`src/rtl/vexriscv_loader_pkg.sv`:
```
// Shared types and constants for the VexRiscv RAM boot loader.
package vexriscv_loader_pkg;

  typedef enum logic [2:0] {
    S_LEN,
    S_DATA,
    S_FLUSH,
    S_RUN,
    S_ERR
  } state_e;

  localparam int unsigned HDR_BYTES  = 4;
  localparam int unsigned WORD_BYTES = 4;

endpackage

```
`src/rtl/vexriscv_ram_loader.sv`:
```
// Boot loader for the VexRiscv program/data RAM: loads a length-prefixed byte stream through
// the RAM data port while holding the CPU in reset, then hands the port to the CPU.
module vexriscv_ram_loader
  import vexriscv_loader_pkg::*;
#(
  parameter int unsigned RAM_DEPTH      = 1024,
  parameter int unsigned TIMEOUT_CYCLES = 1_000_000,
  localparam int unsigned AW            = $clog2(RAM_DEPTH)
) (
  input  logic          clk,
  input  logic          rst_n,
  input  logic          reload,
  input  logic          rx_valid,
  input  logic [7:0]    rx_data,
  output logic          rx_ready,
  output logic          cpu_rst_n,
  output logic          busy,
  output logic          err,
  output logic [AW:0]   words_loaded,
  input  logic          cpu_dbus_en,
  input  logic [3:0]    cpu_dbus_we,
  input  logic [AW-1:0] cpu_dbus_addr,
  input  logic [31:0]   cpu_dbus_din,
  output logic [31:0]   cpu_dbus_dout,
  output logic          ram_dbus_en,
  output logic [3:0]    ram_dbus_we,
  output logic [AW-1:0] ram_dbus_addr,
  output logic [31:0]   ram_dbus_din,
  input  logic [31:0]   ram_dbus_dout
);

  localparam int unsigned TW = (TIMEOUT_CYCLES > 1) ? $clog2(TIMEOUT_CYCLES + 1) : 1;
  localparam logic [TW-1:0] TmoLast = TW'(TIMEOUT_CYCLES - 1);
  localparam logic [31:0] DepthW = 32'(RAM_DEPTH);

  state_e        state_q, state_d;
  logic [1:0]    byte_idx_q, byte_idx_d;
  logic [23:0]   asm_q, asm_d;
  logic [31:0]   len_q, len_d;
  logic [AW:0]   words_q, words_d;
  logic          err_q, err_d;
  logic [TW-1:0] tmo_q, tmo_d;
  logic          wr_en_q, wr_en_d;
  logic [AW-1:0] wr_addr_q, wr_addr_d;
  logic [31:0]   wr_din_q, wr_din_d;
  logic          cpu_rst_n_q, cpu_rst_n_d;

  logic          accept;
  logic          counting;
  logic          tmo_hit;
  logic [31:0]   word;
  logic [AW:0]   words_inc;

  assign rx_ready      = (state_q == S_LEN) || (state_q == S_DATA);
  assign busy          = (state_q != S_RUN);
  assign err           = err_q;
  assign words_loaded  = words_q;
  assign cpu_rst_n     = cpu_rst_n_q;
  assign cpu_dbus_dout = ram_dbus_dout;

  assign accept    = rx_valid && rx_ready;
  assign word      = {rx_data, asm_q};
  assign words_inc = words_q + (AW + 1)'(1);
  // The header only times out once it has started arriving.
  assign counting  = (TIMEOUT_CYCLES != 0) &&
                     ((state_q == S_DATA) || ((state_q == S_LEN) && (byte_idx_q != 2'd0)));
  assign tmo_hit   = counting && !accept && (tmo_q == TmoLast);

  always_comb begin
    state_d    = state_q;
    byte_idx_d = byte_idx_q;
    asm_d      = asm_q;
    len_d      = len_q;
    words_d    = words_q;
    err_d      = err_q;
    tmo_d      = tmo_q;
    wr_en_d    = 1'b0;
    wr_addr_d  = wr_addr_q;
    wr_din_d   = wr_din_q;

    if (reload) begin
      state_d    = S_LEN;
      byte_idx_d = '0;
      asm_d      = '0;
      len_d      = '0;
      words_d    = '0;
      err_d      = 1'b0;
      tmo_d      = '0;
      wr_addr_d  = '0;
      wr_din_d   = '0;
    end else if (tmo_hit) begin
      state_d    = S_LEN;
      byte_idx_d = '0;
      words_d    = '0;
      tmo_d      = '0;
    end else begin
      tmo_d = (accept || !counting) ? '0 : tmo_q + TW'(1);
      case (state_q)
        S_LEN: begin
          if (accept) begin
            asm_d      = word[31:8];
            byte_idx_d = byte_idx_q + 2'd1;
            if (byte_idx_q == 2'(HDR_BYTES - 1)) begin
              byte_idx_d = '0;
              len_d      = word;
              words_d    = '0;
              if (word == 32'd0) begin
                state_d = S_RUN;
              end else if (word > DepthW) begin
                state_d = S_ERR;
                err_d   = 1'b1;
              end else begin
                state_d = S_DATA;
              end
            end
          end
        end
        S_DATA: begin
          if (accept) begin
            asm_d      = word[31:8];
            byte_idx_d = byte_idx_q + 2'd1;
            if (byte_idx_q == 2'(WORD_BYTES - 1)) begin
              byte_idx_d = '0;
              wr_en_d    = 1'b1;
              wr_addr_d  = words_q[AW-1:0];
              wr_din_d   = word;
              words_d    = words_inc;
              if (32'(words_inc) == len_q) begin
                state_d = S_FLUSH;
              end
            end
          end
        end
        S_FLUSH: state_d = S_RUN;
        default: ;
      endcase
    end

    cpu_rst_n_d = (state_d == S_RUN);
  end

  always_ff @(posedge clk or negedge rst_n) begin
    if (!rst_n) begin
      state_q     <= S_LEN;
      byte_idx_q  <= '0;
      asm_q       <= '0;
      len_q       <= '0;
      words_q     <= '0;
      err_q       <= 1'b0;
      tmo_q       <= '0;
      wr_en_q     <= 1'b0;
      wr_addr_q   <= '0;
      wr_din_q    <= '0;
      cpu_rst_n_q <= 1'b0;
    end else begin
      state_q     <= state_d;
      byte_idx_q  <= byte_idx_d;
      asm_q       <= asm_d;
      len_q       <= len_d;
      words_q     <= words_d;
      err_q       <= err_d;
      tmo_q       <= tmo_d;
      wr_en_q     <= wr_en_d;
      wr_addr_q   <= wr_addr_d;
      wr_din_q    <= wr_din_d;
      cpu_rst_n_q <= cpu_rst_n_d;
    end
  end

  // The CPU owns the RAM port only while running; otherwise only the loader strobe gets through.
  always_comb begin
    if (state_q == S_RUN) begin
      ram_dbus_en   = cpu_dbus_en;
      ram_dbus_we   = cpu_dbus_we;
      ram_dbus_addr = cpu_dbus_addr;
      ram_dbus_din  = cpu_dbus_din;
    end else begin
      ram_dbus_en   = wr_en_q;
      ram_dbus_we   = {4{wr_en_q}};
      ram_dbus_addr = wr_addr_q;
      ram_dbus_din  = wr_din_q;
    end
  end

endmodule

```
`config.mk`:
```
export PLATFORM = sky130hd
export DESIGN_NAME = vexriscv_ram_loader
export DESIGN_NICKNAME = d
export VERILOG_FILES = /design/src/rtl/vexriscv_loader_pkg.sv /design/src/rtl/vexriscv_ram_loader.sv
export SDC_FILE = /design/constraint.sdc
export NUM_CORES = 1
export LEC_CHECK = 0
export ABC_AREA = 1
export CAP_MARGIN = 20
export CORE_ASPECT_RATIO = 0.6
export CORE_MARGIN = 5
export CORE_UTILIZATION = 50
export CTS_CLUSTER_SIZE = 28
export DETAILED_ROUTE_END_ITERATION = 8
export GPL_TIMING_DRIVEN = 1
export PLACE_DENSITY_LB_ADDON = 0.1
export SLEW_MARGIN = 20
export SYNTH_ARGS = -nofsm -noshare
export SYNTH_HDL_FRONTEND = slang
export SYNTH_SLANG_ARGS = --single-unit
```
`constraint.sdc`:
```
create_clock -name clk -period 4.9 [get_ports clk]
set_input_delay 0.735 -clock clk [delete_from_list [all_inputs] [get_ports clk]]
set_output_delay 0.735 -clock clk [all_outputs]
set_load 0.05 [all_outputs]
```
After elaboration in Yosys (flattened, before gate mapping)

Cells that the tools add are included.

Output and inout port bits: 94
Memories: 0
Register bits after elaboration: 137
Latch bits: 0
Bits in writable memories: 0
Word-level logic and storage cells: 115
Bits in read-only memories: 0

Shifts and indexed selects: 0
Reduce and logical (&&, ||, !) cells: 28
Mux-type cells: 58
$add $sub $neg: 3
Div/mod/pow operators: 0
$lt $le $gt $ge: 1
Eq/ne operators: 14
Bitwise gates (word level): 0
Multipliers: 0

Operators with widths:

| cell                                                                   | number |
|---|---|
| 32-bit two-way mux                                                     | 9 |
| 24-bit two-way mux                                                     | 4 |
| 11-bit two-way mux                                                     | 6 |
| 10-bit two-way mux                                                     | 6 |
| 20-bit two-way mux                                                     | 3 |
| 11-bit by 32-bit == test with 1-bit output                             | 1 |
| 32-bit by 11-bit > comparator with 1-bit output, second input constant | 1 |
| 32-bit logical NOT                                                     | 1 |
| 3-bit two-way mux                                                      | 9 |
| 11-bit one-hot mux with 2 select lines                                 | 1 |
| 20-bit by 1-bit adder with 20-bit output, second input constant        | 1 |
| 20-bit == test, second input constant                                  | 1 |
| 2-bit nonzero test                                                     | 7 |
| 1-bit two-way mux                                                      | 13 |
| 11-bit by 1-bit adder with 11-bit output, second input constant        | 1 |
| 2-bit two-way mux                                                      | 5 |
| 3-bit by 2-bit == test with 1-bit output, second input constant        | 3 |
| 3-bit one-hot mux with 3 select lines                                  | 1 |
| 4-bit by 3-bit != test with 1-bit output, second input constant        | 2 |
| 4-bit != test, second input constant                                   | 2 |
| 4-bit AND reduction                                                    | 2 |
| 6-bit AND reduction                                                    | 1 |
| 3-bit nonzero test                                                     | 2 |
| 5-bit AND reduction                                                    | 1 |
| 14 further kinds                                                       | 21 |

Logic depth before layout (Yosys ltp)

Gate-level depths: netlist of the first run.

Depth in word-level cells: 9
Mapped depth: 15

Worst setup path before layout of the first run

Ideal clock, no wire load.

Path kind: flip-flop to output port
Start point: reg state_q[2]
End point: out ram_dbus_addr[0]
Stages on the path, launching flop included: 5
Buffers on the path: 1
Setup slack: 2.117 ns
Data arrival time: 2.048 ns
Path through: dfrtp_1 > inv_1 > nand3_1 > clkbuf_1 > a21oi_1

Longest elaborated chain between the ends: 2

RTL lines:

| item                                     | line                       | source |
|---|---|---|
| from (decl)                              | vexriscv_ram_loader.sv:36  | `state_e state_q, state_d;` |
| from (signal assigned)                   | vexriscv_ram_loader.sv:156 | `state_q <= state_d;` |
| 3-bit by 2-bit == test with 1-bit output | vexriscv_ram_loader.sv:172 | `if (state_q == S_RUN) begin` |
| 10-bit two-way mux                       | vexriscv_ram_loader.sv:172 |  |
| to (decl)                                | vexriscv_ram_loader.sv:27  | `output logic [AW-1:0] ram_dbus_addr,` |

Every way passes these cells.

Worst setup path after layout of the first run

Start point: reg state_q[2]
End point: out ram_dbus_addr[6]

The elaborated chain is that of the path after synthesis.

==> impl_metrics.ini, run 1 <==
[outcome]
outcome = finished clean

[logic_synthesis]
synthSimpleGateAreaFrac_pct = 23.6
yosysUniqueCellTypes = 34
synthCells = 919
synth-seq-cells = 137
synth_edf_count = 0
yosys_most_used_dff = dfrtp_1
synthXorXnorAreaFrac_pct = 1.91
yosys.area_share.adder_pct = 0.701
synth_compound_area_share_pct = 12.7
synthesis.area_um2 = 7140
synthMuxAreaShare_pct = 0
ys_warn_count = 0
async_flop_share_pct = 100
syn_area_per_cell_um2 = 7.77
yosysSeqAreaShare_pct = 48.0
syn_nets = 1014
synth_top_family_by_area = simple AND/OR/NAND/NOR gates

[final_layout]
antenna_cells = 0
drive_gt1_share_pct = 6.81
fin_nets = 1096
final_common_cell = nand2_1
final_cell_mix = nand2_1, inv_1, dfrtp_1
fillers = 1195
syn_to_final_growth_pct = 24.9
finish.utilization_pct = 64.5
finalInstanceArea_um2 = 8920

[setup_path]
r2r_start = state_q[1]
path_cells = inv_1 > nand3_4 > buf_4 > a21oi_1 > clkdlybuf4s50_1
cpMaxStageDelayCell = clkdlybuf4s50_1
path_class = flop to output pin
critPathCaptureType = output pin
cp-endpoint = ram_dbus_addr[6]
startpoint = state_q[2]
cpPeakStageDelay_ns = 0.83
crit_arrival_ns = 2.84
timing.reg2reg.setup_slack_ns = 2.26
start_kind = flop
worstPathMaxFanout = 50
worstRegToRegCells = 11
cp.required_ns = 4.16
r2r_end = wr_din_q[13]

[clocking]
post_cts_resized = 0
cts_tree = built
cts_sinks = 137
post-cts-setup-buffers = 0
cts.path.max_buffers = 2
clk_pin_slew_worst_paths_ns = 0.06
htreeDepth = 4
cts_buffers = 17
cts_root_buffer = clkbuf_16
hold_buffers = 0
clock_latency_ns = 0.42

[timing]
finalClockSkew_ns = 0.0101
post-route-period-util_pct = 73.0
period_needed_ns = 3.58
setup_viol = 0
rsz0062_at_grt = false
finalSetupTns_ns = 0
relSlewSlack_pct = 54.3
fmax_mhz = 280
tightest_slew_ns = 0.684
fin_ws_ns = 1.32
hold_violations = 0
finalMaxSlewViolations = 0

[routing]
drt-total-wl_um = 17900
dr.pass1.iters = 5
detailroute.via_count = 6117
drtIter0Drc = 469
drcViolationCount = 0
ant_nets = 0
viasPerCell = 5.08
routedWlPerCell_um = 14.9

[global_route]
grt_util_all_layers_pct = 21.4
grt_pass1_vias = 5584
grt_first_pass_wirelength_um = 28500
overflow = 0
antenna_found_initial = 0
grt_max_degree = 110

[placement]
io_buffers = 120
place_area_um2 = 8260
place_ws_ns = 1.53
dpl.hpwl_um = 12500
gp_congestion = 0.844

[pwr]
p_leak_uw = 0.00396
seqPwrFrac_pct = 42.5
switchingPower_uw = 611
power.density_nw_per_um2 = 306
vdd_drop_max_mv = 0.257
comb_power_share_pct = 6.6
swShare_pct = 22.4
p_clk_share_pct = 50.9
p_int_uw = 2120

[floorplanning]
io_pins = 185
die_height_um = 103
core_um2 = 13800
dieWidth_um = 164
start_util_pct = 51.6
rows = 33
design.die.area_um2 = 16900

[flow_run]
max-cap-violations = 0

[min_path]
holdCritPathClass = input pin to async pin
==> synthesized netlist by cell type, types with 2 or more instances <==
library cell	instances	share of area [%]
o22ai_1	8	0.70
a21oi_1	51	3.6
nor2_2	4	0.35
clkbuf_1	17	0.89
o21ai_0	86	6.0
inv_2	5	0.26
xor2_1	9	1.1
nor2_1	126	6.6
nor4_1	3	0.26
nor3b_1	2	0.21
nand3_1	36	2.5
nor2_8	3	0.84
nand2_2	2	0.18
buf_4	33	3.5
buf_2	10	0.70
ha_1	4	0.70
inv_1	142	7.5
a31oi_1	2	0.18
xnor2_1	4	0.49
buf_1	3	0.16
nand4_1	13	1.1
nand2_1	188	9.9
o22ai_2	10	1.8
dfrtp_1	137	48
nor3_1	9	0.63
nor2_4	4	0.63
==> cell families after synthesis <==
logic type / Yosys count
buf+inv: 211
xor+xnor: 14
flops: 137
simple gates: 393
compound gates: 160
fa+ha+maj: 4
==> state kept, by name (all words and copies together), names as in the netlist <==
signal,flops
words_loaded,11
state_q,3
cpu_rst_n,1
wr_din_q,32
tmo_q,20
wr_addr_q,10
asm_q,24
byte_idx_q,2
err,1
wr_en_q,1
len_q,32
==> power groups by stage <==
| stage | Clock, uW | Combinational, uW | Sequential (uW) |
|---|---|---|---|
| floorplan | 0 | 154 | 1180 |
| global placement | 0 | 177 | 1180 |
| detailed placement | 0 | 179 | 1180 |
| CTS | 1400 | 180 | 1160 |
| global route | 1460 | 204 | 1160 |
| finish | 1390 | 182 | 1160 |
==> cell type report <==
type                    instances  area [um2]  area share [%]
flip-flops and latches        137        3430            38.4
multi-input cells             571        2790            31.3
repair buffers                127        1270            14.3
inverters                     147         552            6.19
clock buffers                  19         433            4.85
well taps                     192         240            2.69
clock inverters                12         200            2.24
==> worst min-delay path by stage <==
stage                     cells after the start       from           end
after floorplan                               1   tmo_q[0]      tmo_q[0]
after global placement                        2  len_q[31]     len_q[31]
after detailed placement                      1   tmo_q[0]      tmo_q[0]
after CTS                                     1   tmo_q[0]      tmo_q[0]
after global routing                          1      rst_n  wr_addr_q[3]
final                                         1      rst_n  wr_addr_q[3]
==> routing by layer <==
| metal | vias up | share of wire [%] | track usage (%) |
|---|---|---|---|
| li1 | 3018 | - | - |
| met1 | 2876 | 52 | 34.0 |
| met2 | 205 | 39 | 29.4 |
| met3 | 18 | 8.2 | 6.11 |
| met4 | 0 | 0.61 | 3.35 |
| met5 | - | 0 | 0 |
==> stage by stage <==
stage	total power, uW	hold WS, ns	instances
after global placement	1360	0.459	1173
after global routing	2820	0.190	1205
after floorplan	1330	0.433	919
final	2730	0.186	1205
after detailed placement	1360	0.453	1173
after CTS	2740	0.467	1204
==> worst max-delay path, delay by kind of cell, from the launching register on <==
family          cells  cell delay (ns)
buf+inv             3             1.39
flops               1             0.43
simple gates        1             0.40
compound gates      1             0.17
No activity file was read; power rests on OpenSTA's default activity.
==> inputs of run 2 (changes only) <==
Settings changed: CORE_UTILIZATION 50 to 49.
Clock period 4.9 ns to 3.3 ns, I/O delays scaled along.
==> run 2 against run 1 <==
Compared with the run above:
- combinational power up 48%
- critical endpoint is now ram_dbus_din[10]
- via count decreased by 0.75%
- largest power group unchanged
- final cell count increased by 1.1%
==> impl_metrics.ini, run 2 (same netlist as run 1, synthesis figures left out) <==
[clocking]
clk_pin_slew_worst_paths_ns = 0.06
htreeDepth = 4
cts_root_buffer = clkbuf_16
cts.path.max_buffers = 2
cts_buffers = 17
hold_buffers = 0
cts_sinks = 137
clock_latency_ns = 0.41
cts_tree = built
post-cts-setup-buffers = 0

[global_route]
grt_max_degree = 68
grt_pass1_vias = 5800
grt_util_all_layers_pct = 21.1
grt_first_pass_wirelength_um = 29900
antenna_found_initial = 0
overflow = 0

[setup_path]
cpMaxStageDelayCell = clkdlybuf4s50_1
start_kind = flop
path_class = flop to output pin
r2r_start = state_q[1]
path_cells = inv_1 > nand3_4 > buf_4 > a21oi_1 > clkdlybuf4s50_1
cp.required_ns = 2.80
cpPeakStageDelay_ns = 0.82
worstRegToRegCells = 10
crit_family = buffers and inverters
r2r_end = len_q[4]
timing.reg2reg.setup_slack_ns = 1.02
critPathCaptureType = output pin
crit_cells = 5
critPathBufInv = 3
worstPathMaxFanout = 22
crit_arrival_ns = 2.70

[floorplanning]
start_util_pct = 49.7
dieWidth_um = 166
io_pins = 185
core_um2 = 14400
die_height_um = 104
rows = 34
design.die.area_um2 = 17200

[routing]
routedWlPerCell_um = 15.1
viasPerCell = 4.98
detailroute.via_count = 6071
drcViolationCount = 0
drtIter0Drc = 325
drt-total-wl_um = 18300
ant_nets = 0
dr.pass1.iters = 7

[flow_run]
max-cap-violations = 0

[placement]
place_area_um2 = 8290
io_buffers = 120
dpl.hpwl_um = 12900
place_ws_ns = 0.523
gp_congestion = 0.863

[timing]
hold_violations = 0
fmax_mhz = 313
finalMaxSlewViolations = 0
relSlewSlack_pct = 53.8
period_needed_ns = 3.19
setup_viol = 0
finalClockSkew_ns = 0.0110
fin_ws_ns = 0.110
post-route-period-util_pct = 96.7
tightest_slew_ns = 0.691
holdWs_ns = 0.0591

[pwr]
power.density_nw_per_um2 = 428
p_leak_uw = 0.00417
vdd_drop_max_mv = 0.444

[final_layout]
final_cell_mix = nand2_1, inv_1, dfrtp_1
top_regs = len_q: 32 flops, wr_din_q: 32 flops, asm_q: 24 flops
fin_nets = 1102
finalInstanceArea_um2 = 8890
final_common_cell = nand2_1
syn_to_final_growth_pct = 24.5
antenna_cells = 0
drive_gt1_share_pct = 9.02
fillers = 1336

[min_path]
holdCritPathClass = input pin to async pin

[outcome]
outcome = finished clean
-- run 2: changes by cell type in the layout (fill, tap and decap cells not counted), sizes merged --
cell | previous run | this run
clkdlybuf4s50 | 119 | 95
buf | 8 | 27
dlymetal6s2s | 0 | 10
inv | 147 | 152
bufinv | 5 | 1
clkbuf | 19 | 17
clkinv | 4 | 6
nand3 | 37 | 38
-- run 2: final cells by class --
class | count | area [um2] | area share (%)
Sequential cell | 137 | 3430 | 38.6
Multi-Input combinational cell | 572 | 2800 | 31.5
Timing Repair Buffer | 132 | 1290 | 14.6
Inverter | 147 | 552 | 6.21
Clock buffer | 17 | 425 | 4.79
Tap cell | 198 | 248 | 2.79
Clock inverter | 15 | 141 | 1.59
-- run 2: report_power, final --
group          total, uW  internal (uW)  switching [uW]
registers           1720           1710            13.8
clock network       1810           1050             764
logic                270            104             166
-- run 2: per-stage QoR --
step / total power (uW) / setup TNS, ns / cells / utilization, %
floorplan: 1980 / 0 / 919 / -
global placement: 2020 / 0 / 1185 / 57.6
detailed placement: 2020 / 0 / 1185 / 57.6
CTS: 3830 / 0 / 1217 / 61.6
global route: 3950 / -0.0118 / 1218 / 61.8
finish: 3810 / 0 / 1218 / 61.8
-- run 2: worst max path at each step --
stage | from | slack [ns] | to
after detailed placement | state_q[2] | 0.52 | ram_dbus_addr[4]
after CTS | state_q[2] | 0.08 | ram_dbus_addr[4]
after global placement | state_q[2] | 0.58 | ram_dbus_addr[2]
after floorplan | state_q[2] | 0.76 | ram_dbus_addr[0]
final | state_q[2] | 0.11 | ram_dbus_din[10]
after global routing | state_q[2] | -0.008 | ram_dbus_din[22]
-- run 2: what timing repair did --
| action | CTS | global route |
|---|---|---|
| endpoints found under the hold margin | 0 | 0 |
| setup endpoints to repair | 0 | 16 |
| resized for setup | 0 | 10 |
-- run 2: routing by layer --
layer / track usage [%] / vias to the layer above / share of wire (%)
met4: 4.00 / 0 / 0.67
met3: 5.48 / 20 / 7.1
met2: 29.1 / 193 / 40
met1: 33.5 / 2811 / 53
li1: - / 3047 / -
met5: 0 / - / 0
